[config.mk]
export PLATFORM = sky130hd
export DESIGN_NAME = serial_tx
export DESIGN_NICKNAME = d
export VERILOG_FILES = /design/src/rtl/chiptune_pkg.sv /design/src/rtl/sync_fifo.sv /design/src/rtl/serial_tx.sv
export SDC_FILE = /design/constraint.sdc
export NUM_CORES = 1
export LEC_CHECK = 0
export ABC_CLOCK_PERIOD_IN_PS = 3200
export CORE_AREA = 2 2 95 74
export DETAILED_ROUTE_END_ITERATION = 12
export DIE_AREA = 0 0 97 76
export GPL_ROUTABILITY_DRIVEN = 0
export PLACE_DENSITY = 0.76
export SLEW_MARGIN = 0
export SYNTH_ARGS = -nofsm -noshare
export SYNTH_HDL_FRONTEND = slang
export SYNTH_HIERARCHICAL = 1
export SYNTH_SLANG_ARGS = --single-unit
[constraint.sdc]
create_clock -name clk -period 3.2 [get_ports clk]
set_input_delay 0.48 -clock clk [delete_from_list [all_inputs] [get_ports clk]]
set_output_delay 0.48 -clock clk [all_outputs]
set_load 0.005 [all_outputs]
[src/rtl/chiptune_pkg.sv]
// rtl/chiptune_pkg.sv - shared types and helpers for the chiptune serial blocks
package chiptune_pkg;

  typedef enum logic [1:0] {
    IDLE,
    START,
    DATA,
    STOP
  } tx_state_t;

  // Bit period in clocks, rounded to nearest.
  function automatic int baud_div(input int clkrate, input int baudrate);
    return (clkrate + baudrate / 2) / baudrate;
  endfunction

endpackage

[src/rtl/sync_fifo.sv]
// rtl/sync_fifo.sv - synchronous FIFO with extra-bit pointers and occupancy count
module sync_fifo #(
  parameter int WIDTH = 8,
  parameter int DEPTH = 4,
  localparam int AW = $clog2(DEPTH)
) (
  input  logic             clk,
  input  logic             rst,
  input  logic             push,
  input  logic [WIDTH-1:0] push_data,
  input  logic             pop,
  output logic [WIDTH-1:0] pop_data,
  output logic             full,
  output logic             empty,
  output logic [AW:0]      count
);

  logic [WIDTH-1:0] mem [DEPTH];
  logic [AW:0]      wr_ptr;
  logic [AW:0]      rd_ptr;
  logic             do_push;
  logic             do_pop;

  // Pointer MSBs differ only when the write side has lapped the read side.
  assign empty    = (wr_ptr == rd_ptr);
  assign full     = (wr_ptr[AW] != rd_ptr[AW]) && (wr_ptr[AW-1:0] == rd_ptr[AW-1:0]);
  assign do_push  = push && !full;
  assign do_pop   = pop && !empty;
  assign pop_data = mem[rd_ptr[AW-1:0]];

  always_ff @(posedge clk or posedge rst) begin
    if (rst) begin
      wr_ptr <= '0;
      rd_ptr <= '0;
      count  <= '0;
    end else begin
      if (do_push) wr_ptr <= wr_ptr + (AW+1)'(1);
      if (do_pop)  rd_ptr <= rd_ptr + (AW+1)'(1);
      case ({do_push, do_pop})
        2'b10:   count <= count + (AW+1)'(1);
        2'b01:   count <= count - (AW+1)'(1);
        default: count <= count;
      endcase
    end
  end

  always_ff @(posedge clk) begin
    if (do_push) mem[wr_ptr[AW-1:0]] <= push_data;
  end

endmodule

[src/rtl/serial_tx.sv]
// rtl/serial_tx.sv - buffered 8N1 UART transmitter, LSB first
module serial_tx
  import chiptune_pkg::*;
#(
  parameter int CLKRATE  = 12_000_000,
  parameter int BAUDRATE = 9600,
  parameter int DEPTH    = 4
) (
  input  logic       clk,
  input  logic       rst,
  input  logic [7:0] data,
  input  logic       valid,
  output logic       ready,
  output logic       tx,
  output logic       busy
);

  localparam int DIV = baud_div(CLKRATE, BAUDRATE);
  localparam int CW  = (DIV > 1) ? $clog2(DIV) : 1;
  localparam int AW  = $clog2(DEPTH);
  localparam logic [CW-1:0] LOAD = CW'(DIV - 1);

  tx_state_t     state, state_next;
  logic [CW-1:0] baud_cnt, baud_next;
  logic [7:0]    shift, shift_next;
  logic [2:0]    bit_idx, bit_next;
  logic          tx_next;
  logic          pop;
  logic          full;
  logic          empty;
  logic [7:0]    fifo_data;
  logic [AW:0]   count;
  logic          tc;

  sync_fifo #(.WIDTH(8), .DEPTH(DEPTH)) u_fifo (
    .clk       (clk),
    .rst       (rst),
    .push      (valid && ready),
    .push_data (data),
    .pop       (pop),
    .pop_data  (fifo_data),
    .full      (full),
    .empty     (empty),
    .count     (count)
  );

  assign ready = !full;
  assign busy  = (state != IDLE) || (count != '0);
  assign tc    = (baud_cnt == '0);

  always_ff @(posedge clk or posedge rst) begin
    if (rst) begin
      state    <= IDLE;
      baud_cnt <= '0;
      shift    <= '0;
      bit_idx  <= '0;
      tx       <= 1'b1;
    end else begin
      state    <= state_next;
      baud_cnt <= baud_next;
      shift    <= shift_next;
      bit_idx  <= bit_next;
      tx       <= tx_next;
    end
  end

  always_comb begin
    state_next = state;
    baud_next  = baud_cnt;
    shift_next = shift;
    bit_next   = bit_idx;
    tx_next    = tx;
    pop        = 1'b0;
    case (state)
      IDLE: begin
        tx_next = 1'b1;
        if (!empty) begin
          pop        = 1'b1;
          shift_next = fifo_data;
          bit_next   = '0;
          baud_next  = LOAD;
          tx_next    = 1'b0;
          state_next = START;
        end
      end
      START: begin
        if (tc) begin
          baud_next  = LOAD;
          tx_next    = shift[0];
          state_next = DATA;
        end else begin
          baud_next = baud_cnt - CW'(1);
        end
      end
      DATA: begin
        if (tc) begin
          baud_next = LOAD;
          if (bit_idx == 3'd7) begin
            tx_next    = 1'b1;
            state_next = STOP;
          end else begin
            bit_next   = bit_idx + 3'd1;
            shift_next = {1'b0, shift[7:1]};
            tx_next    = shift[1];
          end
        end else begin
          baud_next = baud_cnt - CW'(1);
        end
      end
      STOP: begin
        if (tc) begin
          // Pop straight into the next start bit so queued frames abut.
          if (!empty) begin
            pop        = 1'b1;
            shift_next = fifo_data;
            bit_next   = '0;
            baud_next  = LOAD;
            tx_next    = 1'b0;
            state_next = START;
          end else begin
            tx_next    = 1'b1;
            state_next = IDLE;
          end
        end else begin
          baud_next = baud_cnt - CW'(1);
        end
      end
      default: state_next = IDLE;
    endcase
  end

endmodule

==> results of run 1 <==
[worst max-delay path: stages (launching register included)]
cell	delay [ns]
dfrtp_1	0.47
or4_1	0.64
nor3_2	0.26
a21oi_1	0.11
nor3_2	0.20
o31ai_2	0.12
inv_1	0.07
ha_1	0.17
inv_1	0.06
fa_1	0.38
xor2_1	0.15
nor2_1	0.12
xor2_1	0.16
[how the worst max path moves through the flow]
stage,from,endpoint,cells after the start
2_1_floorplan,baud_cnt[2],u_fifo/count[2],12
3_3_place_gp,baud_cnt[2],u_fifo/count[2],12
3_5_place_dp,baud_cnt[2],u_fifo/count[2],12
4_1_cts,baud_cnt[2],u_fifo/count[2],12
5_1_grt,baud_cnt[2],u_fifo/count[2],12
6_report,baud_cnt[2],u_fifo/count[2],12
[synthesized netlist by cell type (all sizes together), types with 2 or more instances]
library cell,n
a2111oi,3
a211o,2
a211oi,7
a21oi,7
a2bb2oi,3
a31oi,3
and3,5
buf,3
clkbuf,3
dfrtp,33
edfxtp,32
ha,15
inv,22
mux2,16
mux2i,4
mux4,8
nand2,11
nand2b,6
nand3,8
nand4,2
nor2,11
nor2b,5
nor3,8
nor4,2
o21ai,14
o2bb2ai,2
o31ai,5
or3,2
or4,2
xnor2,6
xor2,7
[power by group]
group,switching [W],total [W],internal [W]
sequential,0.000232,0.00144,0.00121
combinational,0.00120,0.00225,0.00105
clock,0.000347,0.000639,0.000293
total,0.00178,0.00433,0.00255
[flip-flops by register name, summed over array words and instances, names as in the netlist]
| register | flops |
|---|---|
| u_fifo/rd_ptr | 3 |
| u_fifo/wr_ptr | 3 |
| tx | 1 |
| u_fifo/mem | 32 |
| bit_idx | 3 |
| shift | 8 |
| state | 2 |
| u_fifo/count | 3 |
| baud_cnt | 11 |
[metrics by stage]
stage	hold WS, ns	setup WS, ns	power (W)	util, %
2_1_floorplan	0.308	0.150	0.00314	-
3_3_place_gp	0.451	0.284	0.00361	56.5
3_5_place_dp	0.456	0.136	0.00368	56.5
4_1_cts	0.423	0.0983	0.00434	59.3
5_1_grt	0.452	0.0140	0.00468	59.4
6_report	0.430	0.223	0.00433	59.4
[final cells by class]
class	count	area, um2	share of cell area [%]
tap	84	105	2.71
sequential	66	1810	46.7
clock inverter	7	60.1	1.55
timing repair buffer	21	190	4.90
multi-input combinational	173	1510	38.9
inverter	22	82.6	2.13
clock buffer	9	124	3.19
[timing repair]
| item | CTS | global route |
|---|---|---|
| hold endpoints to repair | 0 | 0 |
| resized for setup | 0 | 1 |
| setup endpoints to repair | 0 | 1 |
[logic make-up after synthesis]
| family | Yosys count | synth area share (%) |
|---|---|---|
| XOR/XNOR | 13 | 3.75 |
| flip-flops | 66 | 52.7 |
| buffers and inverters | 28 | 3.53 |
| AND/OR/NAND/NOR | 65 | 10.4 |
| adder cells (fa/ha/maj) | 16 | 6.04 |
| multiplexers | 28 | 12.5 |
| AO/OA/AOI/OAI | 51 | 11.1 |
[layer usage]
| metal | vias to the layer above | part of all wire (%) | track usage [%] |
|---|---|---|---|
| met5 | - | 0 | 0 |
| met4 | 0 | 0.45 | 5.49 |
| met3 | 2 | 4.7 | 6.42 |
| met2 | 50 | 47 | 29.2 |
| met1 | 1085 | 48 | 27.2 |
| li1 | 1054 | - | - |
==> results.tsv, run 1 <==
stage	metric	value	unit
run_status	status	completed	
final_layout	syn_to_final_growth	13.0	%
route	first_iter_violations	152	
route	ant_nets	0	
critical_path	worstSetupPathType	flop to flop	
global_route	grt.total_usage	19.4	%
floorplan	ioPinCount	14	
global_route	grt_max_degree	26	
floorplan	core_area	6540	um2
cts	cts_buffer_depth	2	
synthesis	synthArstFlopShare	51.5	%
critical_path	regToRegSetupSlack	0.22	ns
cts	clk_latency	0.35	ns
synthesis	synth_seq_cells	66	
cts	ctsHoldBuffers	0	
route	wl_per_cell	17.0	um
global_route	grt_overflow	0	
route	drtPass1Iterations	4	
synthesis	yosysSeqAreaShare	52.7	%
floorplan	fp.dieH	76	um
final_layout	layout_common_cells	33 x dfrtp_1, 32 x edfxtp_1, 22 x inv_1, 15 x ha_1	
critical_path	cp_max_fo	8	
floorplan	initial_core_util	52.6	%
timing	finalSetupViolCount	0	
synthesis	synth_top_area_cell	edfxtp_1	
route	vias_per_cell	5.74	
timing	final_max_slew_viol_count	0	
synthesis	syn_area	3440	um2
timing	rsz0062_at_grt	no	
cts	h-tree-depth	3	
route	drc	0	
synthesis	synth_nets	294	
worst_hold_path	hold_path_class	input pin to async pin	
final_layout	mostFrequentLayoutCell	dfrtp_1	
placement	dp_cells	366	
floorplan	rows	26	
critical_path	r2r_cells	12	
timing	fmax	336	MHz
timing	worst_pin_slew	0.989	ns
power	ir_worst_vdd	0.562	mV
cts	tritoncts	yes	
timing	period_share	93.0	%
cts	cts_sinks	66	
cts	cts_setup_buffers	0	
route	finalWirelength	6490	um
timing	period_minus_slack	2.98	ns
critical_path	rr_startpoint	baud_cnt[2]	
synthesis	postSynthCellCount	267	
route	vias	2191	
flow_run	drv_cap	0	
timing	slew-limit-headroom	34.0	%
placement	hpwl	4560	um
critical_path	rr_endpoint	u_fifo/count[2]	
final_layout	stdcell_area	3880	um2
synthesis	yosysWarnings	6	
floorplan	die_x	97	um
synthesis	postSynthAreaPerCell	12.9	um2
critical_path	cp.required	3.46	ns
timing	finalHoldViolations	0	
placement	port_buffers	13	
synthesis	synth_edf_count	32	
synthesis	synth_top_area_share	27.9	%
placement	dpl_cell_area	3700	um2
cts	root_buffer	clkbuf_8	
power	p_leak	1.56	nW
final_layout	finalNonFillerCells	382	
power	p_per_area	1110	nW/um2
synthesis	synth_area_leaders	edfxtp_1 28%, dfrtp_1 24%, ha_1 5.5%	
final_layout	drive_gt1_share	21.1	%
global_route	grt_pass1_vias	2248	
timing	skew	0.0111	ns
synthesis	yosysUniqueCellTypes	52	
final_layout	nFillCells	523	
global_route	grt_pass1_wl	11200	um
synthesis	synthFlopType	dfrtp_1	
floorplan	die_area	7370	um2
final_layout	nets	320	
critical_path	start_kind	flop	
final_layout	diodes	0	
timing	tns	0	ns
critical_path	end_kind	flop	
cts	cts_made_buffers	9	
critical_path	worstPathArrival	3.24	ns
cts	clk_pin_slew	0.08	ns
global_route	antenna_found_initial	0	
Power figures use the tool's default switching activity.
==> run 2, diff against run 1 <==
--- a/config.mk
+++ b/config.mk
@@ -7,6 +7,8 @@
 export LEC_CHECK = 0
 export ABC_CLOCK_PERIOD_IN_PS = 3200
 export CORE_AREA = 2 2 95 74
+export CTS_BUF_LIST = sky130_fd_sc_hd__clkbuf_16
+export CTS_CLUSTER_SIZE = 10
 export DETAILED_ROUTE_END_ITERATION = 12
 export DIE_AREA = 0 0 97 76
 export GPL_ROUTABILITY_DRIVEN = 0
==> run 2 against run 1 <==
  * Via count grew 2.2%
  * First-iteration DRC count up 7.9%
  * Critical path depth did not move
  * Global-route usage rose by 0.72 points
  * Largest cell class unchanged
  * Clock skew about the same
  * Routed wire length is 3.8% higher
==> results.tsv, run 2 (synthesis gave the netlist of run 1 again) <==
stage	metric	value	unit
placement	pre_cts_slack	0.136	ns
final_layout	diodes	0	
critical_path	regToRegSetupSlack	0.23	ns
timing	slew-limit-headroom	34.1	%
power	power_frac_comb	48.8	%
cts	cts_buffer_depth	2	
final_layout	layout_common_cells	33 x dfrtp_1, 32 x edfxtp_1, 22 x inv_1, 15 x ha_1	
floorplan	die_area	7370	um2
power	p_sw	0.00184	W
timing	worst_pin_slew	0.988	ns
critical_path	rr_endpoint	u_fifo/count[2]	
timing	period_share	92.9	%
critical_path	cp.required	3.45	ns
floorplan	fp.dieH	76	um
cts	cts_setup_buffers	0	
final_layout	stdcell_area	3990	um2
timing	fmax	336	MHz
power	switching_share	39.6	%
floorplan	ioPinCount	14	
route	first_iter_violations	164	
power	sequentialPowerShare	31.3	%
placement	dpl_cell_area	3700	um2
final_layout	final-seq-area	1810	um2
flow_run	drv_cap	0	
placement	hpwl	4560	um
final_layout	nFillCells	508	
route	finalWirelength	6730	um
global_route	grt_max_degree	26	
global_route	antenna_found_initial	0	
timing	finalHoldViolations	0	
final_layout	drive_gt1_share	21.1	%
cts	cts_made_buffers	9	
cts	post_cts_resized	0	
cts	ctsHoldBuffers	0	
final_layout	multi_input_area	1510	um2
final_layout	syn_to_final_growth	15.9	%
final_layout	largest_reg_flops	32	
power	power.internal	0.00280	W
run_status	status	completed	
global_route	grt.total_usage	20.1	%
timing	tns	0	ns
final_layout	mostFrequentLayoutCell	dfrtp_1	
cts	tritoncts	yes	
final_layout	final_util	61.0	%
timing	final_max_slew_viol_count	0	
floorplan	die_x	97	um
timing	setup_ws	0.228	ns
floorplan	core_area	6540	um2
timing	skew	0.0113	ns
timing	rsz0062_at_grt	no	
cts	cts_sinks	66	
route	vias_per_cell	5.86	
power	ir_worst_vdd	0.468	mV
global_route	grt_pass1_wl	11600	um
timing	finalSetupViolCount	0	
power	p_per_area	1160	nW/um2
critical_path	worstSetupPathType	flop to flop	
route	ant_nets	0	
route	vias	2239	
final_layout	nets	320	
cts	root_buffer	clkbuf_16	
route	drtPass1Iterations	5	
power	p_clk_share	19.9	%
critical_path	start_kind	flop	
timing	period_minus_slack	2.97	ns
global_route	grt_pass1_vias	2289	
floorplan	initial_core_util	52.6	%
critical_path	end_kind	flop	
cts	h-tree-depth	3	
cts	clk_pin_slew	0.06	ns
timing	hold-worst-slack	0.440	ns
power	p_leak	1.60	nW
critical_path	cp_max_fo	8	
floorplan	rows	26	
worst_hold_path	hold_path_class	input pin to async pin	
placement	port_buffers	13	
global_route	grt_overflow	0	
critical_path	rr_startpoint	baud_cnt[2]	
critical_path	r2r_cells	12	
route	drc	0	
critical_path	worstPathArrival	3.23	ns
route	wl_per_cell	17.6	um
cts	clk_latency	0.34	ns
[run 2: per-layer routing]
metal | routed length [um] | GRT usage (%) | share of wire, %
met5 | 0 | 0 | 0
met2 | 3170 | 31.2 | 47
met1 | 3090 | 27.4 | 46
met4 | 63 | 6.90 | 0.94
met3 | 407 | 5.87 | 6.0
[run 2: power by group through the flow]
stage	Clock (W)	Sequential (W)	Combinational (W)
floorplan	0	0.00140	0.00175
global route	0.000982	0.00149	0.00250
CTS	0.000942	0.00145	0.00225
finish	0.000921	0.00145	0.00226
global placement	0	0.00144	0.00217
detailed placement	0	0.00145	0.00222
[run 2: cell type report]
type	instances	share of cell area, %
Clock buffer	9	5.65
Clock inverter	7	1.51
Inverter	22	2.07
Multi-Input combinational cell	173	37.9
Sequential cell	66	45.5
Tap cell	84	2.64
Timing Repair Buffer	21	4.77
[run 2: worst max-delay path by stage]
stage                            from              end  slack, ns  cells past startpoint
final                     baud_cnt[2]  u_fifo/count[2]       0.23                     12
after global routing      baud_cnt[2]  u_fifo/count[2]       0.02                     12
after CTS                 baud_cnt[2]  u_fifo/count[2]       0.11                     12
after detailed placement  baud_cnt[2]  u_fifo/count[2]       0.14                     12
after global placement    baud_cnt[2]  u_fifo/count[2]       0.28                     12
after floorplan           baud_cnt[2]  u_fifo/count[2]       0.15                     12
[run 2: worst max-delay path, cell delays in order, from the launching register on]
cell and delay, ns:
dfrtp_1 0.46, or4_1 0.64, nor3_2 0.26, a21oi_1 0.11
nor3_2 0.19, o31ai_2 0.12, inv_1 0.07, ha_1 0.17
inv_1 0.06, fa_1 0.38, xor2_1 0.15, nor2_1 0.12
xor2_1 0.16
[run 2: per-stage QoR]
step                cells  total power, W
detailed placement    366         0.00368
global route          382         0.00497
CTS                   382         0.00464
global placement      366         0.00361
finish                382         0.00463
floorplan             267         0.00314
